[src/rtl/tp_mem_stream_reader_if.sv]
// rtl/tp_mem_stream_reader_if.sv - command, memory read port and output stream bundle for tp_mem_stream_reader
interface tp_mem_stream_reader_if #(
    parameter int AW   = 9,
    parameter int DW   = 16,
    parameter int LENW = 10
);
    logic            cmd_valid;
    logic            cmd_ready;
    logic [AW-1:0]   cmd_base;
    logic [LENW-1:0] cmd_len;
    logic [AW-1:0]   cmd_stride;
    logic            mem_rd_en;
    logic [AW-1:0]   mem_rd_addr;
    logic [DW-1:0]   mem_rd_word;
    logic            out_valid;
    logic            out_ready;
    logic [DW-1:0]   out_data;
    logic            out_last;
    logic            busy;
    logic            done;

    modport master (
        input  cmd_valid, cmd_base, cmd_len, cmd_stride, mem_rd_word, out_ready,
        output cmd_ready, mem_rd_en, mem_rd_addr, out_valid, out_data, out_last, busy, done
    );

    modport slave (
        output cmd_valid, cmd_base, cmd_len, cmd_stride, mem_rd_word, out_ready,
        input  cmd_ready, mem_rd_en, mem_rd_addr, out_valid, out_data, out_last, busy, done
    );
endinterface

[src/rtl/tp_mem_stream_reader.sv]
// rtl/tp_mem_stream_reader.sv - burst reader for the 512x16 user memory with credit-checked output FIFO
module tp_mem_stream_reader #(
    parameter int AW         = 9,
    parameter int DW         = 16,
    parameter int LENW       = 10,
    parameter int FIFO_DEPTH = 3
) (
    input  logic                   clk,
    input  logic                   rst,
    tp_mem_stream_reader_if.master bus
);
    localparam int PW  = (FIFO_DEPTH > 1) ? $clog2(FIFO_DEPTH) : 1;
    localparam int CW  = $clog2(FIFO_DEPTH + 1);
    localparam int CW1 = CW + 1;

    typedef enum logic {IDLE, RUN} state_t;

    state_t          state_q, state_d;
    logic [AW-1:0]   addr_q, addr_d;
    logic [AW-1:0]   stride_q, stride_d;
    logic [LENW-1:0] rem_q, rem_d;
    logic            inflight_q, inflight_d;
    logic            last_inflight_q, last_inflight_d;
    logic [PW-1:0]   wr_ptr_q, wr_ptr_d;
    logic [PW-1:0]   rd_ptr_q, rd_ptr_d;
    logic [CW-1:0]   count_q, count_d;
    logic            done_q, done_d;
    logic [DW:0]     fifo_q [FIFO_DEPTH];

    logic            issue;
    logic            push;
    logic            pop;
    logic            cmd_fire;
    logic            not_empty;
    logic [DW:0]     head;
    logic [CW:0]     outstanding;

    function automatic logic [PW-1:0] next_ptr(input logic [PW-1:0] p);
        return (p == PW'(FIFO_DEPTH - 1)) ? '0 : p + PW'(1);
    endfunction

    // Credits: words already buffered plus the read still in flight must fit the FIFO.
    assign outstanding = {1'b0, count_q} + {{CW{1'b0}}, inflight_q};
    assign issue       = (state_q == RUN) && (rem_q != '0) && (outstanding < CW1'(FIFO_DEPTH));
    assign push        = inflight_q;
    assign not_empty   = (count_q != '0);
    assign head        = fifo_q[rd_ptr_q];
    assign pop         = not_empty && bus.out_ready;
    assign cmd_fire    = bus.cmd_valid && (state_q == IDLE);

    assign bus.cmd_ready   = (state_q == IDLE);
    assign bus.busy        = (state_q == RUN);
    assign bus.done        = done_q;
    assign bus.mem_rd_en   = issue;
    assign bus.mem_rd_addr = addr_q;
    assign bus.out_valid   = not_empty;
    assign bus.out_data    = not_empty ? head[DW-1:0] : '0;
    assign bus.out_last    = not_empty ? head[DW] : 1'b0;

    always_comb begin
        state_d         = state_q;
        addr_d          = addr_q;
        stride_d        = stride_q;
        rem_d           = rem_q;
        wr_ptr_d        = wr_ptr_q;
        rd_ptr_d        = rd_ptr_q;
        count_d         = count_q;
        done_d          = 1'b0;
        inflight_d      = issue;
        last_inflight_d = issue && (rem_q == LENW'(1));

        case (state_q)
            IDLE: begin
                if (cmd_fire) begin
                    if (bus.cmd_len != '0) begin
                        addr_d   = bus.cmd_base;
                        rem_d    = bus.cmd_len;
                        stride_d = bus.cmd_stride;
                        state_d  = RUN;
                    end else begin
                        done_d = 1'b1;
                    end
                end
            end
            RUN: begin
                if (issue) begin
                    addr_d = addr_q + stride_q;
                    rem_d  = rem_q - LENW'(1);
                end
                if (pop && head[DW]) begin
                    done_d  = 1'b1;
                    state_d = IDLE;
                end
            end
            default: state_d = IDLE;
        endcase

        if (push) wr_ptr_d = next_ptr(wr_ptr_q);
        if (pop)  rd_ptr_d = next_ptr(rd_ptr_q);
        case ({push, pop})
            2'b10:   count_d = count_q + CW'(1);
            2'b01:   count_d = count_q - CW'(1);
            default: count_d = count_q;
        endcase
    end

    always_ff @(posedge clk or posedge rst) begin
        if (rst) begin
            state_q         <= IDLE;
            addr_q          <= '0;
            stride_q        <= '0;
            rem_q           <= '0;
            inflight_q      <= 1'b0;
            last_inflight_q <= 1'b0;
            wr_ptr_q        <= '0;
            rd_ptr_q        <= '0;
            count_q         <= '0;
            done_q          <= 1'b0;
        end else begin
            state_q         <= state_d;
            addr_q          <= addr_d;
            stride_q        <= stride_d;
            rem_q           <= rem_d;
            inflight_q      <= inflight_d;
            last_inflight_q <= last_inflight_d;
            wr_ptr_q        <= wr_ptr_d;
            rd_ptr_q        <= rd_ptr_d;
            count_q         <= count_d;
            done_q          <= done_d;
        end
    end

    // Storage needs no reset: entries are only visible while count_q says they hold data.
    always_ff @(posedge clk) begin
        if (push) fifo_q[wr_ptr_q] <= {last_inflight_q, bus.mem_rd_word};
    end
endmodule

[src/flat_wrapper.sv]
// flat-port wrapper written by rule: the top's interface ports become plain ports
module tp_mem_stream_reader_flat 
#(
    parameter int AW         = 9,
    parameter int DW         = 16,
    parameter int LENW       = 10,
    parameter int FIFO_DEPTH = 3
)
  (clk, rst, bus_cmd_valid, bus_cmd_base, bus_cmd_len, bus_cmd_stride, bus_mem_rd_word, bus_out_ready, bus_cmd_ready, bus_mem_rd_en, bus_mem_rd_addr, bus_out_valid, bus_out_data, bus_out_last, bus_busy, bus_done);
  tp_mem_stream_reader_if #(.AW(AW), .DW(DW), .LENW(LENW)) bus_i ();
  input  logic clk;
  input  logic rst;
  input wire logic [$bits(bus_i.cmd_valid)-1:0] bus_cmd_valid;
  input wire logic [$bits(bus_i.cmd_base)-1:0] bus_cmd_base;
  input wire logic [$bits(bus_i.cmd_len)-1:0] bus_cmd_len;
  input wire logic [$bits(bus_i.cmd_stride)-1:0] bus_cmd_stride;
  input wire logic [$bits(bus_i.mem_rd_word)-1:0] bus_mem_rd_word;
  input wire logic [$bits(bus_i.out_ready)-1:0] bus_out_ready;
  output wire logic [$bits(bus_i.cmd_ready)-1:0] bus_cmd_ready;
  output wire logic [$bits(bus_i.mem_rd_en)-1:0] bus_mem_rd_en;
  output wire logic [$bits(bus_i.mem_rd_addr)-1:0] bus_mem_rd_addr;
  output wire logic [$bits(bus_i.out_valid)-1:0] bus_out_valid;
  output wire logic [$bits(bus_i.out_data)-1:0] bus_out_data;
  output wire logic [$bits(bus_i.out_last)-1:0] bus_out_last;
  output wire logic [$bits(bus_i.busy)-1:0] bus_busy;
  output wire logic [$bits(bus_i.done)-1:0] bus_done;
  assign bus_i.cmd_valid = bus_cmd_valid;
  assign bus_i.cmd_base = bus_cmd_base;
  assign bus_i.cmd_len = bus_cmd_len;
  assign bus_i.cmd_stride = bus_cmd_stride;
  assign bus_i.mem_rd_word = bus_mem_rd_word;
  assign bus_i.out_ready = bus_out_ready;
  assign bus_cmd_ready = bus_i.cmd_ready;
  assign bus_mem_rd_en = bus_i.mem_rd_en;
  assign bus_mem_rd_addr = bus_i.mem_rd_addr;
  assign bus_out_valid = bus_i.out_valid;
  assign bus_out_data = bus_i.out_data;
  assign bus_out_last = bus_i.out_last;
  assign bus_busy = bus_i.busy;
  assign bus_done = bus_i.done;
  tp_mem_stream_reader #(.AW(AW), .DW(DW), .LENW(LENW), .FIFO_DEPTH(FIFO_DEPTH)) u_core (.clk(clk), .rst(rst), .bus(bus_i));
endmodule
[config.mk]
export PLATFORM = sky130hd
export DESIGN_NAME = tp_mem_stream_reader_flat
export DESIGN_NICKNAME = d
export VERILOG_FILES = /design/src/rtl/tp_mem_stream_reader_if.sv /design/src/rtl/tp_mem_stream_reader.sv /design/src/flat_wrapper.sv
export SDC_FILE = /design/constraint.sdc
export NUM_CORES = 1
export LEC_CHECK = 0
export CAP_MARGIN = 20
export CORE_UTILIZATION = 56
export DETAILED_ROUTE_END_ITERATION = 6
export PLACE_DENSITY_LB_ADDON = 0.08
export SYNTH_ARGS = -nofsm -noshare
export SYNTH_HDL_FRONTEND = slang
export SYNTH_SLANG_ARGS = --single-unit
[constraint.sdc]
create_clock -name clk -period 4.3 [get_ports clk]
set_input_delay 0.86 -clock clk [delete_from_list [all_inputs] [get_ports clk]]
set_output_delay 0.86 -clock clk [all_outputs]
set_load 0.01 [all_outputs]
After elaboration in Yosys (flattened, before gate mapping)
Memories as Yosys holds them, arrays and structs flattened. Cells that the tools add are included.

Reductions and logical operators: 12. Multiplexer cells: 23. Eq/ne operators: 8. Magnitude comparators: 1. $add $sub $neg: 7. Bitwise logic cells: 1.

Operators with widths (count): 10-bit 2-to-1 mux (3); 9-bit 2-to-1 mux (3); 10-bit one-hot mux with 2 select lines (1); 10-bit nonzero test (2); 9-bit one-hot mux with 2 select lines (1); 16-bit 2-to-1 mux (1); 10-bit by 1-bit == test with 1-bit output, second input constant (1); 10-bit by 1-bit subtractor with 10-bit output, second input constant (1); 9-bit adder (1); 1-bit 2-to-1 mux (9); 2-bit by 1-bit adder with 2-bit output, second input constant (3); 2-bit == test, second input constant (3); 1-bit logical AND (6); 3-bit AND reduction (2); 2-bit 2-to-1 mux (2); 2-bit by 1-bit != test with 1-bit output, second input constant (2); 1-bit one-hot mux with 2 select lines (2); 2-bit one-hot mux with 2 select lines (1); 2-bit nonzero test (2); 2-bit by 1-bit adder with 3-bit output (1); 3-bit by 2-bit less-than comparator with 1-bit output, second input constant (1); 2-bit by 1-bit == test with 1-bit output, second input constant (1); 2-bit != test, second input constant (1); 2-bit by 1-bit subtractor with 2-bit output, second input constant (1); 1-bit inverter (1).

Memories kept: 1. Input bits: 48. Output and inout bits: 31. Word-level logic and storage cells: 63. RAM bits: 51. Register bits after elaboration: 38.

Memory list: u_core.fifo_q (depth 3, bits a word 17, rd ports 1, clocked after Yosys merged registers in 0, write ports 1, RTL line tp_mem_stream_reader.sv:28) `logic [DW:0] fifo_q [FIFO_DEPTH];`.

Logic depth before layout (Yosys ltp)
Depth after elaboration: 5. Depth in mapped cells: 9. Depth with buffers taken out: 9.

Worst setup path before layout
No wires, ideal clock.

Path type: register -> output. Start point: register u_core.count_q[0]. End point: output port bus_mem_rd_en. Required time: 3.440 ns. Buffers on the path: 0. Cell stages (with the launch flop): 6. Slack: 1.797 ns. Arrival time: 1.643 ns. Path through: dfrtp_1 > ha_1 > ha_1 > and2_0 > or4_1 > inv_1.

Word-level cells in the longest chain between the ends: 3.

Ends and longest elaborated chain: start: declaration (RTL line tp_mem_stream_reader.sv:26) `logic [CW-1:0] count_q, count_d;`; start signal: assignment (RTL line tp_mem_stream_reader.sv:128) `count_q <= count_d;`; 2-bit by 1-bit adder with 3-bit output (RTL line tp_mem_stream_reader.sv:43) `assign outstanding = {1'b0, count_q} + {{CW{1'b0}}, inflight_q};`; 3-bit by 2-bit less-than comparator with 1-bit output (RTL line tp_mem_stream_reader.sv:44) `assign issue = (state_q == RUN) && (rem_q != '0) && (outstanding < CW1'(FIFO_DEPTH));`; 1-bit logical AND (RTL line tp_mem_stream_reader.sv:44); end: declaration (RTL line flat_wrapper.sv:20) `output wire logic [$bits(bus_i.mem_rd_en)-1:0] bus_mem_rd_en;`.

No other way between the ends.

Final worst setup path
Start point: register u_core.rem_q[0]. End point: output port bus_mem_rd_en.

Word-level cells in the longest chain between the ends: 3.

Ends and longest elaborated chain: start: declaration (RTL line tp_mem_stream_reader.sv:21) `logic [LENW-1:0] rem_q, rem_d;`; start signal: assignment (RTL line tp_mem_stream_reader.sv:123) `rem_q <= rem_d;`; 10-bit nonzero test (RTL line tp_mem_stream_reader.sv:44); 1-bit logical AND (2 in a row) (RTL line tp_mem_stream_reader.sv:44).

No other way between the ends.

==> results.json <==
{
  "switching_power_mw": 1.61,
  "hold-path-endpoint": "u_core.fifo_q[2][16]",
  "static-leakage-power_nw": 2.12,
  "cp_common_cell": "inv_1",
  "rows": 31,
  "synth_flop_cell": "edfxtp_1",
  "slowest_delay_ns": 0.48,
  "hold_class": "flop to flop",
  "rsz0062_at_grt": "false",
  "fin_crit_sh": 0.825,
  "drt-pass1-iter-count": 4,
  "status": "finished clean",
  "area_growth_pct": 25.7,
  "drive_gt1_frac": 0.0786,
  "maxSlewViolCount": 0,
  "p_sw_frac": 0.399,
  "grt-ovfl-total": 0,
  "ys_ff_latch": 89,
  "gp_congestion": 0.808,
  "ctsHoldBuffers": 0,
  "synth_fp_nets": 434,
  "crit_slowest_cell": "clkdlybuf4s50_1",
  "vias": 3025,
  "path_clk_slew_ns": 0.09,
  "worstPathMaxFanout": 4,
  "insertion_delay_ns": 0.36,
  "async_flop_share": 0.427,
  "pwr-share-comb": 0.511,
  "clockBufferDepth": 2,
  "io_buffer_count": 78,
  "fin_util": 0.728,
  "drtAntennaViolNets": 0,
  "root_buffer": "clkbuf_8",
  "postCtsSetupBuffers": 0,
  "antenna_found_initial": 0,
  "antennaDiodeCount": 0,
  "initial_utilization": 0.579,
  "r2r_slack_ns": 1.78,
  "syn_avg_cell_area_um2": 11.2,
  "grt_use_total": 0.234,
  "hold_violations": 0,
  "hpwl_mm": 5.81,
  "cts.repair.resized": 0,
  "synth_area_mm2": 0.00417,
  "ys_top_cells_by_area": "edfxtp_1 37%, dfrtp_1 23%, mux2i_1 5.3%",
  "synth_area_leader_cell": "edfxtp_1",
  "yosys.cell_types.count": 47,
  "synth.most_common_cell": "nor2_1",
  "clock_sink_count": 89,
  "nets": 515,
  "drt_wl_total_mm": 8.36,
  "clkPwrFrac": 0.130,
  "crit_type": "flop to output pin",
  "avgViaCountPerCell": 5.43,
  "rr_worst_depth": 9,
  "intPower_mw": 2.42,
  "syn_inst": 372,
  "wl_per_cell_um": 15.0,
  "max_freq_ghz": 0.282,
  "worstHoldStart": "u_core.last_inflight_q",
  "hold_path_depth": 0,
  "finalSetupTns_ns": 0,
  "core_area_mm2": 0.00721,
  "cts_tree": "built",
  "cap_violations": 0,
  "vdd_ir_drop_max_mv": 0.380,
  "netlist_top_cells_count": "58 x nor2_1, 51 x edfxtp_1, 38 x dfrtp_1",
  "r2r_start": "u_core.rem_q[0]",
  "top_level_ports": 79,
  "htreeDepth": 3,
  "remaining_drc_errors": 0,
  "tightest_slew_ns": 1.04,
  "crit_buf_inv": 3,
  "arrival_ns": 2.69,
  "synth_warnings": 0,
  "end_kind": "output pin",
  "fp.dieW_um": 88.3,
  "pwr-share-seq": 0.358,
  "slew_headroom": 0.303,
  "ys_seq_area_frac": 0.595,
  "r2r_end": "u_core.rem_q[7]",
  "setup_viol_count_final": 0,
  "start_kind": "flop",
  "min_period_ns": 3.55,
  "synth_edf_count": 51,
  "cpLargestDelayFamily": "simple AND/OR/NAND/NOR gates",
  "required_ns": 3.44,
  "path_cells": "inv_1 > ha_1 > or3b_1 > nor4_4 > or4_1 > inv_1 > clkdlybuf4s50_1",
  "cellPowerDensity_mw_per_mm2": 768,
  "grt_pass1_vias": 2961,
  "grt_max_degree": 32,
  "cts_buffers": 9,
  "netlist.area_leader.share": 0.367,
  "die-height_um": 88.3,
  "dieArea_mm2": 0.00780,
  "grt_pass1_wl_mm": 13.6,
  "drt_iter0_markers": 90,
  "fin_skew_ns": 0.00822
}
flip-flops by register name (all words and copies together) (netlist names):
| name | count |
|---|---|
| u_core.rd_ptr_q | 2 |
| u_core.bus.busy | 1 |
| u_core.stride_q | 9 |
| u_core.fifo_q | 51 |
| u_core.count_q | 2 |
| u_core.last_inflight_q | 1 |
| u_core.rem_q | 10 |
| u_core.inflight_q | 1 |
| u_core.bus.mem_rd_addr | 9 |
| u_core.bus.done | 1 |
| u_core.wr_ptr_q | 2 |
per-stage QoR:
stage	power, mW	setup WS [ns]	cells	hold WS [ns]	cell area, um^2
5_1_grt	4.36	0.653	557	0.488	5250
3_3_place_gp	3.45	1.01	541	0.449	5070
6_report	4.03	0.753	557	0.479	5250
2_1_floorplan	2.80	1.80	372	0.438	4170
3_5_place_dp	3.52	0.976	541	0.461	5070
4_1_cts	4.05	0.751	557	0.483	5250
cell families (layout without fill, tap and decap cells):
family	count (synthesis)	count (layout)	share of synthesized area
flops	89	89	0.595
fa+ha+maj	14	14	0.0438
mux	23	23	0.0555
simple gates	135	135	0.149
compound gates	75	75	0.110
xor+xnor	8	8	0.0168
buf+inv	28	114	0.0297
power groups by stage:
stage / clock (mW) / sequential, mW / combinational (mW)
floorplan: 0 / 1.40 / 1.40
global placement: 0 / 1.44 / 2.00
detailed placement: 0 / 1.46 / 2.07
CTS: 0.536 / 1.44 / 2.07
global route: 0.575 / 1.48 / 2.31
finish: 0.525 / 1.44 / 2.06
area by class of cell:
type / count / area, um^2
Sequential cell: 89 / 2480
Fill cell: 547 / 1970
Multi-Input combinational cell: 255 / 1580
Timing Repair Buffer: 87 / 848
Clock buffer: 10 / 128
Tap cell: 99 / 124
Clock inverter: 6 / 50.0
Inverter: 11 / 41.3
layout by cell type (no fill, tap or decap), types with 2 or more instances in the layout:
cell type	count
clkdlybuf4s50_1	78
nor2_1	57
edfxtp_1	51
dfrtp_1	38
nand2_1	36
a21oi_1	36
mux2i_1	22
o21ai_0	15
ha_1	13
inv_1	11
clkbuf_8	9
buf_4	9
nand3_1	6
nor3_1	6
and3_1	5
xnor2_1	4
nand2b_1	4
a31oi_1	4
xor2_1	4
a31o_2	3
and2_1	3
nor2b_1	3
o21ai_1	3
o221a_2	3
nor4_1	2
nand3b_1	2
a21o_1	2
o22ai_1	2
clkinv_4	2
inv_6	2
clkinvlp_4	2
worst max path at each step:
stage,startpoint,to,depth (start not counted)
floorplan,u_core.count_q[0],bus_mem_rd_en,5
global placement,bus_cmd_len[8],u_core.rem_q[7],8
detailed placement,bus_cmd_len[1],u_core.rem_q[8],8
CTS,u_core.rem_q[0],bus_mem_rd_en,7
global route,u_core.rem_q[0],bus_mem_rd_en,7
finish,u_core.rem_q[0],bus_mem_rd_en,7
per-layer routing:
metal	global-route usage	wire length [um]	share of wire	vias to the layer above
met4	0.0968	144	0.017	0
met2	0.397	4180	0.50	72
met5	0	0	0	-
li1	-	-	-	1487
met1	0.299	3730	0.45	1453
met3	0.0382	306	0.037	13
Power figures use the tool's default switching activity.
